## src/rtl/operand_bypass_pkg.sv

```systemverilog
// Shared types and default widths for the operand bypass stage.
// No logic here, so there is no latency and no backpressure.
package operand_bypass_pkg;

  localparam int DEF_DATA_WIDTH = 8;
  localparam int DEF_ADDR_WIDTH = 3;

  typedef struct packed {
    logic                      valid;
    logic [DEF_ADDR_WIDTH-1:0] addr;
    logic [DEF_DATA_WIDTH-1:0] data;
  } hist_entry_t;

  function automatic int hist_entry_width(input int aw, input int dw);
    return 1 + aw + dw;
  endfunction

endpackage

```

## src/rtl/operand_bypass_lookup.sv

```systemverilog
// One-channel priority select: live WB port, then newest-to-oldest history, then RF data.
// Purely combinational (0 cycles); has no flow control of its own.
module bypass_lookup
  import operand_bypass_pkg::*;
#(
  parameter int DATA_WIDTH = DEF_DATA_WIDTH,
  parameter int ADDR_WIDTH = DEF_ADDR_WIDTH,
  parameter int DEPTH      = 2
) (
  input  logic                        i_wb_en,
  input  logic [ADDR_WIDTH-1:0]       i_wb_addr,
  input  logic [DATA_WIDTH-1:0]       i_wb_data,
  input  logic [DEPTH-1:0]            i_hist_vld,
  input  logic [DEPTH*ADDR_WIDTH-1:0] i_hist_addr,
  input  logic [DEPTH*DATA_WIDTH-1:0] i_hist_data,
  input  logic [ADDR_WIDTH-1:0]       i_rd_addr,
  input  logic [DATA_WIDTH-1:0]       i_rf_data,
  output logic [DATA_WIDTH-1:0]       o_data,
  output logic                        o_hit
);

  // Walk oldest to newest so a newer match overwrites an older one.
  always_comb begin
    o_data = i_rf_data;
    o_hit  = 1'b0;
    for (int k = DEPTH - 1; k >= 0; k--) begin
      if (i_hist_vld[k] && (i_hist_addr[k*ADDR_WIDTH +: ADDR_WIDTH] == i_rd_addr)) begin
        o_data = i_hist_data[k*DATA_WIDTH +: DATA_WIDTH];
        o_hit  = 1'b1;
      end
    end
    if (i_wb_en && (i_wb_addr == i_rd_addr)) begin
      o_data = i_wb_data;
      o_hit  = 1'b1;
    end
  end

endmodule

```

## src/rtl/operand_bypass_unit.sv

```systemverilog
// Forwards the newest in-flight writeback onto NUM_READ operand channels; 1-cycle registered latency.
// i_stall freezes history and outputs; i_flush clears them and outranks i_stall; i_reset outranks both.
module operand_bypass_unit
  import operand_bypass_pkg::*;
#(
  parameter int DATA_WIDTH = DEF_DATA_WIDTH,
  parameter int ADDR_WIDTH = DEF_ADDR_WIDTH,
  parameter int DEPTH      = 2,
  parameter int NUM_READ   = 2
) (
  input  logic                           i_clk,
  input  logic                           i_reset,
  input  logic                           i_stall,
  input  logic                           i_flush,
  input  logic                           i_wb_en,
  input  logic [ADDR_WIDTH-1:0]          i_wb_addr,
  input  logic [DATA_WIDTH-1:0]          i_wb_data,
  input  logic [NUM_READ*ADDR_WIDTH-1:0] i_rd_addr,
  input  logic [NUM_READ*DATA_WIDTH-1:0] i_rf_data,
  output logic [NUM_READ*DATA_WIDTH-1:0] o_operand,
  output logic [NUM_READ-1:0]            o_fwd_hit
);

  logic [DEPTH-1:0]            r_hist_vld;
  logic [DEPTH*ADDR_WIDTH-1:0] r_hist_addr;
  logic [DEPTH*DATA_WIDTH-1:0] r_hist_data;
  logic [NUM_READ*DATA_WIDTH-1:0] r_operand;
  logic [NUM_READ-1:0]            r_fwd_hit;

  logic [NUM_READ*DATA_WIDTH-1:0] w_operand;
  logic [NUM_READ-1:0]            w_fwd_hit;

  for (genvar i = 0; i < NUM_READ; i++) begin : g_ch
    bypass_lookup #(
      .DATA_WIDTH (DATA_WIDTH),
      .ADDR_WIDTH (ADDR_WIDTH),
      .DEPTH      (DEPTH)
    ) u_lookup (
      .i_wb_en     (i_wb_en),
      .i_wb_addr   (i_wb_addr),
      .i_wb_data   (i_wb_data),
      .i_hist_vld  (r_hist_vld),
      .i_hist_addr (r_hist_addr),
      .i_hist_data (r_hist_data),
      .i_rd_addr   (i_rd_addr[i*ADDR_WIDTH +: ADDR_WIDTH]),
      .i_rf_data   (i_rf_data[i*DATA_WIDTH +: DATA_WIDTH]),
      .o_data      (w_operand[i*DATA_WIDTH +: DATA_WIDTH]),
      .o_hit       (w_fwd_hit[i])
    );
  end

  // History addr/data are left unreset; only the valid bits carry meaning after reset or flush.
  always_ff @(posedge i_clk) begin
    if (i_reset || i_flush) begin
      r_hist_vld <= '0;
      r_operand  <= '0;
      r_fwd_hit  <= '0;
    end else if (!i_stall) begin
      for (int k = DEPTH - 1; k > 0; k--) begin
        r_hist_vld[k]                          <= r_hist_vld[k-1];
        r_hist_addr[k*ADDR_WIDTH +: ADDR_WIDTH] <= r_hist_addr[(k-1)*ADDR_WIDTH +: ADDR_WIDTH];
        r_hist_data[k*DATA_WIDTH +: DATA_WIDTH] <= r_hist_data[(k-1)*DATA_WIDTH +: DATA_WIDTH];
      end
      r_hist_vld[0]                <= i_wb_en;
      r_hist_addr[ADDR_WIDTH-1:0]  <= i_wb_addr;
      r_hist_data[DATA_WIDTH-1:0]  <= i_wb_data;
      r_operand                    <= w_operand;
      r_fwd_hit                    <= w_fwd_hit;
    end
  end

  assign o_operand = r_operand;
  assign o_fwd_hit = r_fwd_hit;

endmodule

```

## config.mk

```make
export PLATFORM = sky130hd
export DESIGN_NAME = operand_bypass_unit
export DESIGN_NICKNAME = d
export VERILOG_FILES = /design/src/rtl/operand_bypass_pkg.sv /design/src/rtl/operand_bypass_lookup.sv /design/src/rtl/operand_bypass_unit.sv
export SDC_FILE = /design/constraint.sdc
export NUM_CORES = 1
export LEC_CHECK = 0
export ABC_CLOCK_PERIOD_IN_PS = 5730
export CORE_MARGIN = 2
export CORE_UTILIZATION = 50
export DETAILED_ROUTE_END_ITERATION = 10
export MAX_ROUTING_LAYER = met4
export PLACE_DENSITY_LB_ADDON = 0.15
export SYNTH_ARGS = -nofsm -noshare
export SYNTH_HDL_FRONTEND = slang
export SYNTH_SLANG_ARGS = --single-unit
```

## constraint.sdc

```tcl
create_clock -name i_clk -period 5.73 [get_ports i_clk]
set_input_delay 1.4325 -clock i_clk [delete_from_list [all_inputs] [get_ports i_clk]]
set_output_delay 1.4325 -clock i_clk [all_outputs]
set_load 0.005 [all_outputs]
```

== Word level (Yosys, flattened, before mapping) ==
Index checks and enable logic that the tools add are counted.

* Register bits: 42
* Word-level logic and storage cells: 33

* Equal/unequal tests: 6
* Mux-type cells: 12
* Bitwise gates (word level): 2
* Reductions and logical operators: 8

{| class="wikitable"
|+ Operators with widths
! cell !! number
|-
| $mux W8 || 6
|-
| $eq A3 B3 Y1 || 6
|-
| $logic_and A1 B1 Y1 || 6
|-
| $mux W1 || 6
|-
| $not A1 Y1 || 2
|-
| $reduce_and A2 Y1 || 1
|-
| $logic_or A1 B1 Y1 || 1
|}

== Logic depth before layout (Yosys ltp) ==
Gate-level depths: netlist (run 1).

* Depth after elaboration: 5
* Gate-level depth with buffers: 6

== Hierarchy ==
A second synthesis (run 1) with hierarchy kept.

* Cell total of the unflattened synthesis: 209
* Area total of the unflattened synthesis: 2209.6 um2

{| class="wikitable"
|+ By module, submodules not included
! module !! times used !! cells each !! area each (um2) !! seq. area each (um2)
|-
| operand_bypass_unit || 1 || 89 || 1386.3 || 1061.0
|-
| bypass_lookup || 2 || 60 || 411.6 || 0.0
|}

== Least setup slack after synthesis (run 1) ==
Ideal clock, no wire load.

* Path type: input to register
* Start point: in i_flush
* End point: reg r_operand[7] (netlist: o_operand[7])
* Setup time: 61 ps
* Arrival time: 3576 ps
* Required time: 5669 ps
* Path slack: 2094 ps
* Stages: 5
* Buffers on the path: 1
* Cell sequence: or2_2 nor2_1 and2_1 clkbuf_1 a32o_1

* Word-level cells in the longest chain between the ends: 1

{| class="wikitable"
|+ Ends and longest elaborated chain
! what !! RTL line !! RTL
|-
| start, declared || operand_bypass_unit.sv:14 || <nowiki>input logic i_flush,</nowiki>
|-
| $logic_or A1 B1 Y1 || operand_bypass_unit.sv:54 || <nowiki>if (i_reset || i_flush) begin</nowiki>
|-
| end signal, assigned || operand_bypass_unit.sv:67 || <nowiki>r_operand <= w_operand;</nowiki>
|-
| end, declared || operand_bypass_unit.sv:27 || <nowiki>logic [NUM_READ*DATA_WIDTH-1:0] r_operand;</nowiki>
|}

Every way passes these cells.
A chain may end at the register's enable or synchronous reset.

==> results of run 1 <==
==> synth_stat cells, types with 2 or more instances <==
cell	n	area (µm²)
xnor2_1	9	78.83
a211o_1	11	96.34
a32o_1	7	70.07
nor2_1	8	30.03
nand3_1	2	10.01
o21ai_0	16	80.08
nand2_1	29	108.9
xor2_2	2	32.53
nor4_1	17	106.4
o311ai_0	3	26.28
edfxtp_1	22	660.6
clkbuf_1	9	33.78
nand3b_1	3	22.52
a31oi_1	3	18.77
and3_1	4	25.02
a211oi_1	9	67.56
dfxtp_1	20	400.4
xor2_1	10	87.58
nor3_1	2	10.01
nand4_1	3	18.77
o22ai_1	4	25.02
a21oi_1	5	25.02
mux2i_1	2	20.02
==> layer usage <==
metal	vias to the layer above	global-route usage (%)	share of wire [%]
li1	951	-	-
met1	958	38.40	42
met2	111	43.28	47
met3	12	5.628	9.7
met4	0	7.479	0.89
met5	-	-	0
==> path summary, 6_finish.rpt <==
check                                    start              end  slack, ps
worst max-delay path                   i_stall     o_operand[7]       2260
worst min register to register  r_hist_data[3]  r_hist_data[11]        460
worst max register to register   r_hist_vld[0]     o_operand[6]       3550
worst min-delay path            r_hist_data[3]  r_hist_data[11]        460
==> cell families after synthesis <==
kind of cell / Yosys count / synth area share, %
AOI/OAI and AO/OA: 63 / 20.86
xor gates and xnor gates: 21 / 9.112
buffers and inverters: 12 / 2.406
DFF: 42 / 48.60
muxes: 2 / 0.9169
and+or+nand+nor: 75 / 18.11
==> worst max-delay path, stage by stage <==
cell and delay [ps]:
clkdlybuf4s50_1 870, nor2_2 400, buf_4 390, and2_1 380, a32o_1 220
==> stage by stage <==
| step | hold WS, ps | cells | power [mW] | setup WS (ps) | util (%) |
|---|---|---|---|---|---|
| 6_report | 458.1 | 323 | 0.6439 | 2256 | 66.93 |
| 5_1_grt | 462.4 | 323 | 0.6647 | 2150 | 66.93 |
| 4_1_cts | 455.2 | 323 | 0.6420 | 2281 | 66.93 |
| 3_5_place_dp | 437.3 | 315 | 0.4449 | 1999 | 64.71 |
| 3_3_place_gp | 430.5 | 315 | 0.4437 | 2012 | 64.71 |
| 2_1_floorplan | 427.5 | 215 | 0.3861 | 2094 | - |
==> cell type report <==
cell class              count  area, µm²  area share [%]
clock buffers               6      82.58           2.873
clock inverters             2      12.51          0.4353
inverters                   2      7.507          0.2612
multi-input cells         161       1072           37.31
flip-flops and latches     42       1061           36.92
well taps                  52      65.06           2.264
repair buffers             58      573.1           19.94
==> power by group <==
part | internal [mW] | switching, mW
registers | 0.328 | 0.00803
clock network | 0.0969 | 0.108
logic | 0.0526 | 0.0510
==> registers in the layout (all words and copies together), names as in the netlist <==
name / count
o_fwd_hit: 2
o_operand: 16
r_hist_vld: 2
r_hist_addr: 6
r_hist_data: 16
==> reports/summary.txt, run 1 <==
Pre-antenna DRT Iters = 5
Final non-filler cell area = 0.002874 mm²
Status = finished, final reports clean
Area grow syn2layout = 31.63%
Final setup viols = 0
Largest net degree at the start of global routing = 29
Grt total ovfl = 0
# Max-Cap Violations = 0
Post-synth EDFFs = 22
Crit end category = flip-flop
Post-synth top flop = edfxtp_1
Die width = 70.08 µm
Starting Density = 50.84%
Wire per inst = 19.90 µm
Initial antenna violation count = 0
Worst-Margin Slew = 1082 ps
Slew Limit Fails = 0
Worst skew pair latency = 300 ps
Clk slew on worst S/H paths = 80 ps
Layout cell share with drive strength beyond 1 = 7.011%
Static Leak = 0.9490 nW
Avg Cell Area, Syn = 10.16 µm²
Req. time, crit path = 5970 ps
Max Freq = 287.8 MHz
Final Hold Vio Count = 0
Worst Reg-to-Reg Cells = 4
Yosys warns = 0
Via/cell ratio = 6.291
Crit path max fanout = 28
Setup Buffers After CTS = 0
ANT cells = 0
VDD IR max = 0.0001666 V
Post-CTS Hold Buffers = 0
Worst clock skew = 10.63 ps
Number of CTS-inserted buffers = 5
Placed inst area = 0.002779 mm²
Total length of routed wires = 6429 µm
H-Tree Level Count = 2
Core Footprint = 0.004294 mm²
Register area share after synthesis = 48.60%
Die ar. = 0.004911 mm²
Longest Clk Path Bufs = 2
Ys async rst share = 0%
Vias = 2032
WS Path Type = input pin to flip-flop
Most common cell after layout, fill and taps aside = clkdlybuf4s50_1
Hold Crit Class = flip-flop to flip-flop
TritonCTS clock tree = done
Vias in the first global route = 2010
Tcrit/Tclk final = 60.63%
Root Driver = clkbuf_8
Synth Net Count = 253
First-pass GRT wire length = 10430 µm
Port bufs = 55
Gpl congestion = 0.9482
Antenna-violating nets left = 0
Tmin final = 3474 ps
WHS Path Cells = 0
Commonest cells after routing, fill and taps aside = clkdlybuf4s50_1, nand2_1, edfxtp_1
Post-CTS sizing = 0
PwrDens = 224.1 mW/mm²
Filler cell count = 361
Yosys reg bits = 42
Die H = 70.08 µm
Starting DRT DRC Count = 249
Clock sink count = 42
Mapped Cells = 215
Drt drc = 0
Setup crit start kind = input pin
Row count = 24
Arrival time worst endpoint = 3720 ps
Net count, final = 308
Ports = 56
Setup total negative slack = 0 ps
RSZ-0062 raised after global routing = false
Synthesized area = 0.002183 mm²
Distinct cells, synth = 38
Overall Global Routing Usage = 28.15%
Post-DP HPWL = 4575 µm
Rel. slew slack = 27.24%
(Power assumes the default switching activity.)
==> inputs of run 2 (changes only) <==
Settings changed: ABC_CLOCK_PERIOD_IN_PS 5730 to 3400, CORE_UTILIZATION 50 to 49.
Clock period 5.73 ns to 3.4 ns, I/O delays scaled along.
==> reports/summary.txt, run 2 (synthesized netlist as in run 1, its figures left out) <==
Worst-Margin Slew = 711.4 ps (was 1082 ps)
Tcrit/Tclk final = 83.15%
Overall Global Routing Usage = 28.09% (was 28.15%)
Rel. slew slack = 52.42% (was 27.24%)
Total length of routed wires = 6554 µm (was 6429 µm)
Longest Clk Path Bufs = 2 (unchanged)
Tmin final = 2827 ps
Die width = 70.75 µm (was 70.08 µm)
Clock sink count = 42 (unchanged)
Reg2reg end = o_operand[12] (was o_operand[6])
ANT cells = 0 (unchanged)
Number of CTS-inserted buffers = 5 (unchanged)
Row count = 24 (unchanged)
Crit path max fanout = 9 (was 28)
Slew Limit Fails = 0 (unchanged)
Pre-antenna DRT Iters = 4 (was 5)
Worst path top cell family by delay = simple AND/OR/NAND/NOR gates (was buffers and inverters)
Net count, final = 313 (was 308)
Vias = 2091 (was 2032)
Antenna-violating nets left = 0 (unchanged)
Starting DRT DRC Count = 184 (was 249)
Crit end category = flip-flop (unchanged)
H-Tree Level Count = 2 (unchanged)
Post-DP HPWL = 4615 µm (was 4575 µm)
Area of the multi-input gates = 0.001072 mm² (unchanged)
Wire per inst = 19.98 µm (was 19.90 µm)
Largest net degree at the start of global routing = 17 (was 29)
# Max-Cap Violations = 0 (unchanged)
Starting Density = 50.49% (was 50.84%)
Layout cell share with drive strength beyond 1 = 7.971% (was 7.011%)
Filler cell count = 378 (was 361)
Final setup viols = 0 (unchanged)
Arrival time worst endpoint = 3000 ps (was 3720 ps)
Worst clock skew = 5.505 ps (was 10.63 ps)
Combinational share of power = 16.3% (was 16.1%)
Grt total ovfl = 0 (unchanged)
Worst r2r src = r_hist_addr[4] (was r_hist_vld[0])
Setup crit start kind = input pin (unchanged)
Dpl ws = 355.7 ps (was 1999 ps)
TritonCTS clock tree = done (unchanged)
Drt drc = 0 (unchanged)
Hold Crit Class = flip-flop to flip-flop (unchanged)
Final Hold Vio Count = 0 (unchanged)
Part of the power in the clock network = 32.8% (was 31.8%)
Slowest-stage cell, CP = or4b_1 (was clkdlybuf4s50_1)
Die H = 70.75 µm (was 70.08 µm)
Hold slack = 458.8 ps (was 458.1 ps)
Final Non-Filler Cells = 328 (was 323)
Pwr Total = 1.110 mW (was 643.9 µW)
Core Footprint = 0.004324 mm² (was 0.004294 mm²)
WS Path Type = input pin to flip-flop (unchanged)
Root Driver = clkbuf_8 (unchanged)
Static Leak = 0.9776 nW (was 0.9490 nW)
Most common cell after layout, fill and taps aside = clkdlybuf4s50_1 (unchanged)
Area grow syn2layout = 33.64% (was 31.63%)
Reg area = 0.001061 mm² (unchanged)
Req. time, crit path = 3570 ps (was 5970 ps)
VDD IR max = 0.0002639 V (was 0.0001666 V)
Reg power frac = 50.9% (was 52.1%)
Crit. Startpoint = i_rd_addr[3] (was i_stall)
Via/cell ratio = 6.375 (was 6.291)
Critical path depth = 5 (unchanged)
CP bufs+invs = 1 (was 2)
Post-CTS Hold Buffers = 0 (unchanged)
Crit path to = o_operand[12] (was o_operand[7])
Gpl congestion = 0.9583 (was 0.9482)
Net Sw Frac = 24.84% (was 25.89%)
Vias in the first global route = 2051 (was 2010)
Die ar. = 0.005006 mm² (was 0.004911 mm²)
Placed Cells = 320 (was 315)
Worst-path cell chain = clkdlybuf4s50_1 > xor2_1 > or4b_1 > a211oi_1 > o22ai_1 (was clkdlybuf4s50_1 > nor2_2 > buf_4 > and2_1 > a32o_1)
Max Freq = 353.7 MHz
Commonest cells after routing, fill and taps aside = clkdlybuf4s50_1, nand2_1, edfxtp_1 (unchanged)
Net switching power figure = 275.6 µW (was 166.7 µW)
P_int = 834.1 µW (was 477.2 µW)
Port bufs = 55 (unchanged)
Initial antenna violation count = 0 (unchanged)
Worst skew pair latency = 300 ps (about the same)
Setup Buffers After CTS = 0 (unchanged)
Clk slew on worst S/H paths = 80 ps (about the same)
Setup total negative slack = 0 ps (unchanged)
Post-CTS sizing = 0 (unchanged)
Ports = 56 (unchanged)
Worst Reg-to-Reg Cells = 4 (unchanged)
Reg-to-reg slack, setup = 1260 ps (was 3550 ps)
RSZ-0062 raised after global routing = false (unchanged)
Status = finished, final reports clean (unchanged)
Worst stage delay on the critical path = 750 ps (was 870 ps)
PwrDens = 380.3 mW/mm² (was 224.1 mW/mm²)
First-pass GRT wire length = 10470 µm (was 10430 µm)
Setup ws final = 573.0 ps (was 2256 ps)
-- run 2: changes by cell type in the layout (fill, tap and decap cells not counted), sizes merged --
cell,change
buf,+5
clkbuf,+2
clkinv,-1
clkinvlp,-1
-- run 2: metrics by stage --
stage	cell area, µm²	utilization, %
after floorplan	2183	-
final	2918	67.48
after global placement	2816	65.13
after CTS	2918	67.48
after global routing	2918	67.48
after detailed placement	2816	65.13
-- run 2: how the worst min path moves through the flow --
stage                   start              end  cells past startpoint
2_1_floorplan  r_hist_data[2]  r_hist_data[10]                      0
3_3_place_gp   r_hist_data[5]  r_hist_data[13]                      0
3_5_place_dp   r_hist_data[5]  r_hist_data[13]                      0
4_1_cts        r_hist_data[5]  r_hist_data[13]                      0
5_1_grt        r_hist_data[5]  r_hist_data[13]                      0
6_report       r_hist_data[5]  r_hist_data[13]                      0
-- run 2: cell type report --
cell class | count | share of cell area [%]
Clock buffer | 8 | 3.473
Inverter | 2 | 0.2573
Multi-Input combinational cell | 161 | 36.75
Sequential cell | 42 | 36.36
Tap cell | 52 | 2.230
Timing Repair Buffer | 63 | 20.93
-- run 2: per-layer routing --
metal / up-vias / track usage (%) / part of all wire (%)
met4: 0 / 10.90 / 1.5
met1: 1003 / 36.94 / 43
met2: 114 / 42.78 / 45
li1: 964 / - / -
met3: 10 / 5.840 / 9.9
met5: - / - / 0
-- run 2: power groups by stage --
stage / clock network (mW) / logic (mW) / registers, mW
4_1_cts: 0.369 / 0.179 / 0.565
5_1_grt: 0.389 / 0.193 / 0.567
2_1_floorplan: 0 / 0.0767 / 0.574
3_5_place_dp: 0 / 0.177 / 0.576
6_report: 0.364 / 0.181 / 0.565
3_3_place_gp: 0 / 0.175 / 0.576
-- run 2: worst reg2reg max path, cell delays in order, from the launching register on --
cell,delay (ps)
edfxtp_1,450
xor2_1,270
or4b_1,770
a211oi_1,390
o22ai_1,140
==> inputs of run 3 (changes only) <==
Settings changed: ABC_CLOCK_PERIOD_IN_PS 3400 to 2500, CORE_UTILIZATION 49 to 44.
Clock period 3.4 ns to 2.5 ns, I/O delays scaled along.
==> reports/summary.txt, run 3 (synthesized netlist as in run 1, its figures left out) <==
Starting DRT DRC Count = 143 (was 184)
Most common cell after layout, fill and taps aside = clkdlybuf4s50_1 (unchanged)
Starting Density = 45.92% (was 50.49%)
Part of the power in the clock network = 29.2% (was 32.8%)
Worst clock skew = 10.65 ps (was 5.505 ps)
Root Driver = clkbuf_8 (unchanged)
Setup Buffers After CTS = 0 (unchanged)
Crit path max fanout = 9 (unchanged)
Post-DP HPWL = 4762 µm (was 4615 µm)
Status = finished, final reports clean (unchanged)
Total length of routed wires = 6685 µm (was 6554 µm)
Max Freq = 434.8 MHz
WS Path Type = input pin to flip-flop (unchanged)
Net Sw Frac = 25.29% (was 24.84%)
Longest Clk Path Bufs = 2 (unchanged)
Antenna-violating nets left = 0 (unchanged)
Vias = 2092 (was 2091)
Largest net degree at the start of global routing = 18 (was 17)
Layout cell share with drive strength beyond 1 = 13.27% (was 7.971%)
Slew Limit Fails = 0 (unchanged)
Pre-antenna DRT Iters = 5 (was 4)
Hold Crit Class = flip-flop to flip-flop (unchanged)
Arrival time worst endpoint = 2490 ps (was 3000 ps)
TritonCTS clock tree = done (unchanged)
Pwr Total = 1.462 mW (was 1.110 mW)
Ports = 56 (unchanged)
Req. time, crit path = 2690 ps (was 3570 ps)
Port bufs = 55 (unchanged)
Vias in the first global route = 2055 (was 2051)
Combinational share of power = 18.3% (was 16.3%)
Die ar. = 0.005541 mm² (was 0.005006 mm²)
Core Footprint = 0.004755 mm² (was 0.004324 mm²)
Static Leak = 1.054 nW (was 0.9776 nW)
Tcrit/Tclk final = 91.99%
Final non-filler cell area = 0.003050 mm² (was 0.002918 mm²)
First-pass GRT wire length = 10290 µm (was 10470 µm)
# Max-Cap Violations = 0 (unchanged)
Row count = 25 (was 24)
Die width = 74.44 µm (was 70.75 µm)
VDD IR max = 0.0003463 V (was 0.0002639 V)
Worst skew pair latency = 300 ps (about the same)
ANT cells = 0 (unchanged)
Clk slew on worst S/H paths = 70 ps (was 80 ps)
Crit end category = flip-flop (unchanged)
Fin util = 64.16% (was 67.48%)
Post-CTS sizing = 0 (unchanged)
Grt total ovfl = 0 (unchanged)
Reg area = 0.001061 mm² (unchanged)
Reg power frac = 52.4% (was 50.9%)
Via/cell ratio = 5.795 (was 6.375)
Tmin final = 2300 ps
Gpl congestion = 0.8855 (was 0.9583)
Filler cell count = 432 (was 378)
Worst-Margin Slew = 483.8 ps (was 711.4 ps)
PwrDens = 479.3 mW/mm² (was 380.3 mW/mm²)
P_int = 1.092 mW (was 834.1 µW)
Setup ws final = 200.3 ps (was 573.0 ps)
Net switching power figure = 369.7 µW (was 275.6 µW)
Overall Global Routing Usage = 25.99% (was 28.09%)
Area of the multi-input gates = 0.001072 mm² (unchanged)
Commonest cells after routing, fill and taps aside = clkdlybuf4s50_1, nand2_1, buf_4 (was clkdlybuf4s50_1, nand2_1, edfxtp_1)
Placed inst area = 0.002970 mm² (was 0.002816 mm²)
Clock sink count = 42 (unchanged)
Die H = 74.44 µm (was 70.75 µm)
Setup total negative slack = 0 ps (unchanged)
Number of CTS-inserted buffers = 5 (unchanged)
RSZ-0062 raised after global routing = false (unchanged)
Area grow syn2layout = 39.71% (was 33.64%)
Drt drc = 0 (unchanged)
Wire per inst = 18.52 µm (was 19.98 µm)
H-Tree Level Count = 2 (unchanged)
Post-CTS Hold Buffers = 0 (unchanged)
Net count, final = 331 (was 313)
Final Hold Vio Count = 0 (unchanged)
Dpl ws = -104.8 ps (was 355.7 ps)
Rel. slew slack = 67.71% (was 52.42%)
Setup crit start kind = input pin (unchanged)
Final setup viols = 0 (unchanged)
Initial antenna violation count = 0 (unchanged)
-- run 3: path summary, 6_finish.rpt --
| path | slack (ps) | startpoint | depth (start not counted) | end |
|---|---|---|---|---|
| min reg2reg | 450 | r_hist_data[2] | 0 | r_hist_data[10] |
| max | 200 | i_rd_addr[1] | 5 | o_operand[0] |
| max reg2reg | 530 | r_hist_addr[5] | 4 | o_operand[0] |
| min | 450 | r_hist_data[2] | 0 | r_hist_data[10] |
-- run 3: power by group through the flow --
| stage | combinational, mW | sequential, mW | clock [mW] |
|---|---|---|---|
| finish | 0.268 | 0.767 | 0.427 |
| global route | 0.287 | 0.769 | 0.455 |
| CTS | 0.267 | 0.767 | 0.435 |
| detailed placement | 0.265 | 0.782 | 0 |
| global placement | 0.264 | 0.781 | 0 |
| floorplan | 0.105 | 0.780 | 0 |
-- run 3: cell type report --
cell class              count  area share (%)
multi-input cells         161           35.15
well taps                  67           2.748
clock buffers               8           2.625
inverters                   2          0.2461
repair buffers             81           24.45
flip-flops and latches     42           34.78
-- run 3: critical path, stage by stage --
cell and delay, ps:
clkdlybuf4s50_1 460, xor2_2 200, or4b_4 620, a211o_1 330, a32o_1 240
-- run 3: per-layer routing --
| layer | track usage [%] | part of all wire, % |
|---|---|---|
| met2 | 40.71 | 48 |
| met4 | 10.32 | 1.9 |
| met1 | 33.11 | 42 |
| met3 | 5.149 | 7.9 |
| met5 | - | 0 |
-- run 3: through the flow --
stage / instances / hold slack [ps]
floorplan: 215 / 427.5
global placement: 353 / 437.6
detailed placement: 353 / 434.9
CTS: 361 / 452.2
global route: 361 / 467.4
finish: 361 / 452.2
